**src/rtl/wb_port_arbiter.sv**
```systemverilog
// wb_port_arbiter
//
// Shares the register file's single write port between the in-order pipeline
// writeback and a long-latency unit that returns results out of order. The
// winning request is registered onto the register-file write interface. A
// per-register pending scoreboard tracks outstanding long-latency results and
// raises a decode stall when a decode operand is still pending.
//
// Build option:
//   WB_STARVE_GUARD_EN - when defined, a starvation counter freezes the
//                        pipeline for one cycle after STARVE_MAX consecutive
//                        blocked long-latency cycles. When undefined, the
//                        pipeline always wins and pipe_hold_o is tied to 0.
//
// Ports:
//   clk, rst_n                    clock, asynchronous active-low reset
//   pipe_valid_i/rd_i/data_i      pipeline writeback request
//   lu_valid_i/rd_i/data_i        long-latency result (held until accepted)
//   lu_ready_o                    long-latency result accepted this cycle
//   lu_issue_i, lu_issue_rd_i     long-latency op issued from decode
//   Rs1_id_i, Rs2_id_i            decode-stage source registers
//   stall_o                       combinational decode stall
//   pipe_hold_o                   combinational pipeline freeze
//   RegWrite_o, Rd_o,
//   Wr_reg_data_o                 registered register-file write
//   pend_o                        pending scoreboard (bit 0 always 0)

module wb_port_arbiter #(
   parameter int STARVE_MAX = 4
) (
   input  logic        clk,
   input  logic        rst_n,
   input  logic        pipe_valid_i,
   input  logic [4:0]  pipe_rd_i,
   input  logic [31:0] pipe_data_i,
   input  logic        lu_valid_i,
   output logic        lu_ready_o,
   input  logic [4:0]  lu_rd_i,
   input  logic [31:0] lu_data_i,
   input  logic        lu_issue_i,
   input  logic [4:0]  lu_issue_rd_i,
   input  logic [4:0]  Rs1_id_i,
   input  logic [4:0]  Rs2_id_i,
   output logic        stall_o,
   output logic        pipe_hold_o,
   output logic        RegWrite_o,
   output logic [4:0]  Rd_o,
   output logic [31:0] Wr_reg_data_o,
   output logic [31:0] pend_o
);

   logic        pipe_hold;
   logic        lu_ready;
   logic        pipe_grant;
   logic        lu_grant;
   logic [31:0] pend;
   logic [31:0] pend_nxt;

   if (STARVE_MAX < 1) begin : g_bad_starve_max
      $error("wb_port_arbiter: STARVE_MAX must be >= 1");
   end

`ifdef WB_STARVE_GUARD_EN
   localparam int               CNT_W   = $clog2(STARVE_MAX + 1);
   localparam logic [CNT_W-1:0] CNT_MAX = CNT_W'(STARVE_MAX);

   logic [CNT_W-1:0] cnt;

   // Once the result has been blocked STARVE_MAX cycles in a row, the
   // pipeline is frozen for one cycle so the long-latency result gets the port.
   assign pipe_hold = (cnt == CNT_MAX);

   always_ff @(posedge clk or negedge rst_n) begin
      if (!rst_n) begin
         cnt <= '0;
      end else if (lu_valid_i && !lu_ready) begin
         if (cnt != CNT_MAX) begin
            cnt <= cnt + 1'b1;
         end
      end else begin
         // Accepted, or nothing waiting: the blocked streak is over.
         cnt <= '0;
      end
   end
`else
   assign pipe_hold = 1'b0;
`endif

   // Pipeline has priority; while held its request is ignored for the cycle.
   assign lu_ready   = !pipe_valid_i || pipe_hold;
   assign pipe_grant = pipe_valid_i && !pipe_hold;
   assign lu_grant   = lu_valid_i && lu_ready;

   // NOTE: all sequential state uses non-blocking assignments so every
   // register samples the pre-edge values of the others.
   always_ff @(posedge clk or negedge rst_n) begin
      if (!rst_n) begin
         RegWrite_o    <= 1'b0;
         Rd_o          <= 5'd0;
         Wr_reg_data_o <= 32'd0;
      end else begin
         RegWrite_o <= 1'b0;
         if (pipe_grant) begin
            // x0 writes are consumed without enabling the register file.
            RegWrite_o    <= (pipe_rd_i != 5'd0);
            Rd_o          <= pipe_rd_i;
            Wr_reg_data_o <= pipe_data_i;
         end else if (lu_grant) begin
            RegWrite_o    <= (lu_rd_i != 5'd0);
            Rd_o          <= lu_rd_i;
            Wr_reg_data_o <= lu_data_i;
         end
      end
   end

   // NOTE: pend_nxt gets its default before any conditional update so the
   // block stays purely combinational and no latch is inferred.
   always_comb begin
      pend_nxt = pend;
      if (lu_grant) begin
         pend_nxt[lu_rd_i] = 1'b0;
      end
      // Applied after the clear so a same-edge re-issue keeps the bit set.
      if (lu_issue_i) begin
         pend_nxt[lu_issue_rd_i] = 1'b1;
      end
      pend_nxt[0] = 1'b0;
   end

   // NOTE: the scoreboard is a flop array that must be reset; stale pending
   // bits after reset would stall decode forever.
   always_ff @(posedge clk or negedge rst_n) begin
      if (!rst_n) begin
         pend <= 32'd0;
      end else begin
         pend <= pend_nxt;
      end
   end

   assign stall_o = ((Rs1_id_i != 5'd0) && pend[Rs1_id_i]) ||
                    ((Rs2_id_i != 5'd0) && pend[Rs2_id_i]) ||
                    pipe_hold;

   assign lu_ready_o  = lu_ready;
   assign pipe_hold_o = pipe_hold;
   assign pend_o      = pend;

endmodule

```
**config.mk**
```make
export PLATFORM = sky130hd
export DESIGN_NAME = wb_port_arbiter
export DESIGN_NICKNAME = d
export VERILOG_FILES = /design/src/rtl/wb_port_arbiter.sv
export SDC_FILE = /design/constraint.sdc
export NUM_CORES = 1
export LEC_CHECK = 0
export ABC_AREA = 1
export CORE_UTILIZATION = 30
export DETAILED_ROUTE_END_ITERATION = 7
export GPL_TIMING_DRIVEN = 0
export MAX_ROUTING_LAYER = met4
export PLACE_DENSITY_LB_ADDON = 0.1
export SLEW_MARGIN = 40
export SYNTH_ARGS = -nofsm -noshare
export SYNTH_HDL_FRONTEND = slang
export SYNTH_SLANG_ARGS = --single-unit
```
**constraint.sdc**
```tcl
create_clock -name clk -period 1.7 [get_ports clk]
set_input_delay 0.34 -clock clk [delete_from_list [all_inputs] [get_ports clk]]
set_output_delay 0.34 -clock clk [all_outputs]
set_load 0.01 [all_outputs]
```
==> metrics.md <==
| Metric | Value |
|---|---|
| Cell Rows | `40` |
| Antenna viol nets, final | `0` |
| Unrepaired setup endpoints after global routing | `yes` |
| HP Class | `in2async` |
| # IOs | `around 170` |
| Seq/Total Area, Yosys | `46.2%` |
| Number of buffers and inverters on the critical path | `4` |
| DR top layer | `met4` |
| Most frequent cells in the layout | `nand2_1 (194), clkdlybuf4s50_1 (138), nand3_1 (88)` |
| Die ar. | `about 0.013 mm^2` |
| Remaining DRCs | `0` |
| Final min period | `about 1.9 ns` |
| Grt total ovfl | `0` |
| Pin count of the biggest net entering global routing | `39` |
| WL met2 | `6.31 mm` |
| Pwr per Cell Area | `around 940 mW/mm^2` |
| Critical-path maximum fanout | `2` |
| Vias per cell | `~4.7` |
| Routed wl met3 | `~1.1 mm` |
| Synth unique cells | `24` |
| Average wire per standard cell | `between 10 and 15 um` |
| CP Launch Type | `flop` |
| WS Path Type | `reg2out` |
| Fillers | `between 1,000 and 1,500` |
| Status | `complete, but fails checks` |
| Post-route cell area | `between 0.006 and 0.007 mm^2` |
| Max cap viols | `0` |
| VDD IR-drop max | `0.432 mV` |
| Fin crit share | `110%` |
| Top Family by Delay on Critical Path | `simple AND/OR/NAND/NOR gates` |
| Slew Limit Fails | `0` |
| Nets | `just over 800` |
| Crit-path cells | `inv_1 -> nand2_1 -> nand3_1 -> nand2_1 -> nand2_1 -> nand2_1 -> inv_1 -> nand2_1 -> nand2_1 -> nand2_1 -> inv_1 -> nand2_1 -> buf_2` |
| CP max stage cell | `dfrtp_1` |
| Clk_lat worst skew | `roughly 0.33 ns` |
| Slew HR | `between 60 and 70%` |
| CP required | `approximately 1.4 ns` |
| F_max | `about 540 MHz` |
| CTS Buf Count | `9` |
| Clock Sink Count | `69` |
| Setup TNS | `-0.165 ns` |
| Slew at the pin closest to its max-slew limit | `around 0.53 ns` |
| Metal-1 WL | `5.64 mm` |
| Clk buf depth | `2` |
| Synth warn | `0` |
| Area grow syn2layout | `62.0%` |
| Placed Instances | `848` |
| Synthesized area per cell | `7.23 um^2` |
| Layout cells sized above 1 | `approximately 12%` |
| Seq cells post-synth | `a little under 70` |
| CP peak stage delay | `roughly 0.39 ns` |
| H-tree depth | `3` |
| Setup Skew | `0 ns` |
| First-pass GRT wire length | `about 21 mm` |
| Top cell by count, worst path | `nand2_1` |
| Root Driver | `clkbuf_16` |
| Failing checks | `negative setup slack` |
| Leak | `between 2 and 3 nW` |
| Final WS setup | `-0.165 ns` |
| Initial Utilization | `between 30% and 40%` |
| Total power | `5.67 mW` |
| CTS tree | `done` |
| Number of antenna violations at the first check in global routing | `0` |
| Setup-failing EPs final | `1` |
| Worst-path clk slew | `0.05 ns` |
| Via count | `roughly 4,200` |
| Cells after Synth | `around 520` |
| Routed WL | `roughly 13 mm` |
| Die W | `about 110 um` |
| Core Region | `0.0121 mm^2` |
| Synth Cell Area | `approximately 0.0037 mm^2` |
| Port bufs | `161` |
| Global-route usage over all layers | `a little over a fifth` |
| Die Y | `~110 um` |
| Initial DRC Count | `280` |
| Worst EP arrival | `1.52 ns` |
| Vias in the first global route | `~4,200` |
| Post-Layout Cell Count | `about 890` |
| Ant diodes | `0` |
| Final GP Congestion | `around 0.88` |
| Worst setup EP type | `output pin` |
| Endpoints failing hold | `0` |
| First drt pass iteration count | `5` |
| Commonest non-fill, non-tap cell in the layout | `nand2_1` |
| Area post-placement | `around 0.0056 mm^2` |
| Detailed Place HPWL | `10.1 mm` |
==> registers in the layout (all words and copies together) (netlist names) <==
register,count
Wr_reg_data_o,32
RegWrite_o,1
pend_o,31
Rd_o,5
==> what timing repair did <==
action | in CTS | in global routing
gates cloned | 0 | 0
endpoints found under the hold margin | 31 | 0
setup endpoints to repair | 2 | 23
hold buffers | 1 | 0
buffers inserted | 15 | 6
gates resized for setup | 31 | 26
pin swaps | 2 | 3
==> Yosys cell counts <==
cell type | instances | area, um^2
nand2_1 | 197 | 739
nand3_1 | 91 | 455
dfrtp_1 | 69 | 1730
o21ai_0 | 51 | 255
inv_1 | 50 | 188
o21ai_1 | 12 | 60.1
clkbuf_1 | 7 | 26.3
buf_6 | 5 | 56.3
o211ai_1 | 5 | 37.5
buf_2 | 4 | 20.0
nand2_2 | 4 | 25.0
buf_4 | 3 | 22.5
inv_2 | 3 | 11.3
nor2_1 | 3 | 11.3
nand3_2 | 2 | 20.0
nor2_2 | 2 | 12.5
nor2_4 | 2 | 22.5
a221o_1 | 1 | 10.0
a31oi_1 | 1 | 6.26
conb_1 | 1 | 3.75
inv_4 | 1 | 6.26
nor3_1 | 1 | 5.00
nor4_1 | 1 | 6.26
o221ai_1 | 1 | 8.76
==> routing by layer <==
metal | up-vias | GRT usage [%]
met4 | 0 | 6.40
met1 | 1923 | 25.1
li1 | 2074 | -
met3 | 12 | 7.70
met5 | - | -
met2 | 142 | 36.3
==> power by group <==
group | leakage [nW] | switching, mW | total [mW] | internal [mW]
clock | 0.125 | 0.669 | 1.65 | 0.984
combinational | 1.92 | 0.897 | 1.89 | 0.992
sequential | 0.829 | 0.218 | 2.12 | 1.91
total | 2.88 | 1.78 | 5.67 | 3.88
==> cell type report <==
class | instances | area [um^2] | share of cell area (%)
inverters | 54 | 205 | 3.39
clock inverters | 2 | 10.0 | 0.165
plain buffers | 19 | 128 | 2.11
clock buffers | 14 | 244 | 4.03
repair buffers | 184 | 1800 | 29.8
multi-input cells | 376 | 1730 | 28.5
flip-flops and latches | 69 | 1730 | 28.5
well taps | 168 | 210 | 3.47
==> per-stage QoR <==
step	worst slack (ns)	utilization, %	hold WS (ns)
3_5_place_dp	-0.909	46.3	0.243
6_report	-0.165	50.2	0.451
3_3_place_gp	-2.12	46.1	0.480
2_1_floorplan	0.208	-	0.0444
4_1_cts	-0.164	49.3	0.458
5_1_grt	-0.282	50.2	0.471
==> final timing paths <==
kind | slack (ns) | cells past startpoint | start | endpoint
worst max-delay path | -0.16 | 13 | pend_o[21] | stall_o
worst max register to register | 0.75 | 4 | pend_o[5] | pend_o[5]
worst min register to register | 0.50 | 2 | Wr_reg_data_o[20] | Wr_reg_data_o[20]
worst min-delay path | 0.45 | 2 | rst_n | Wr_reg_data_o[4]
max in group asynchronous | 0.75 | 3 | rst_n | pend_o[5]
min in group clk | 0.50 | 2 | Wr_reg_data_o[20] | Wr_reg_data_o[20]
==> logic make-up (layout without fill, tap and decap cells) <==
family | Yosys count | in the layout | synth area share, %
flip-flops | 69 | 69 | 46.2
buffers and inverters | 73 | 273 | 8.84
other | 1 | 2 | 0.100
AND/OR/NAND/NOR | 303 | 303 | 34.7
AO/OA/AOI/OAI | 71 | 71 | 10.1
(Power assumes the default switching activity.)
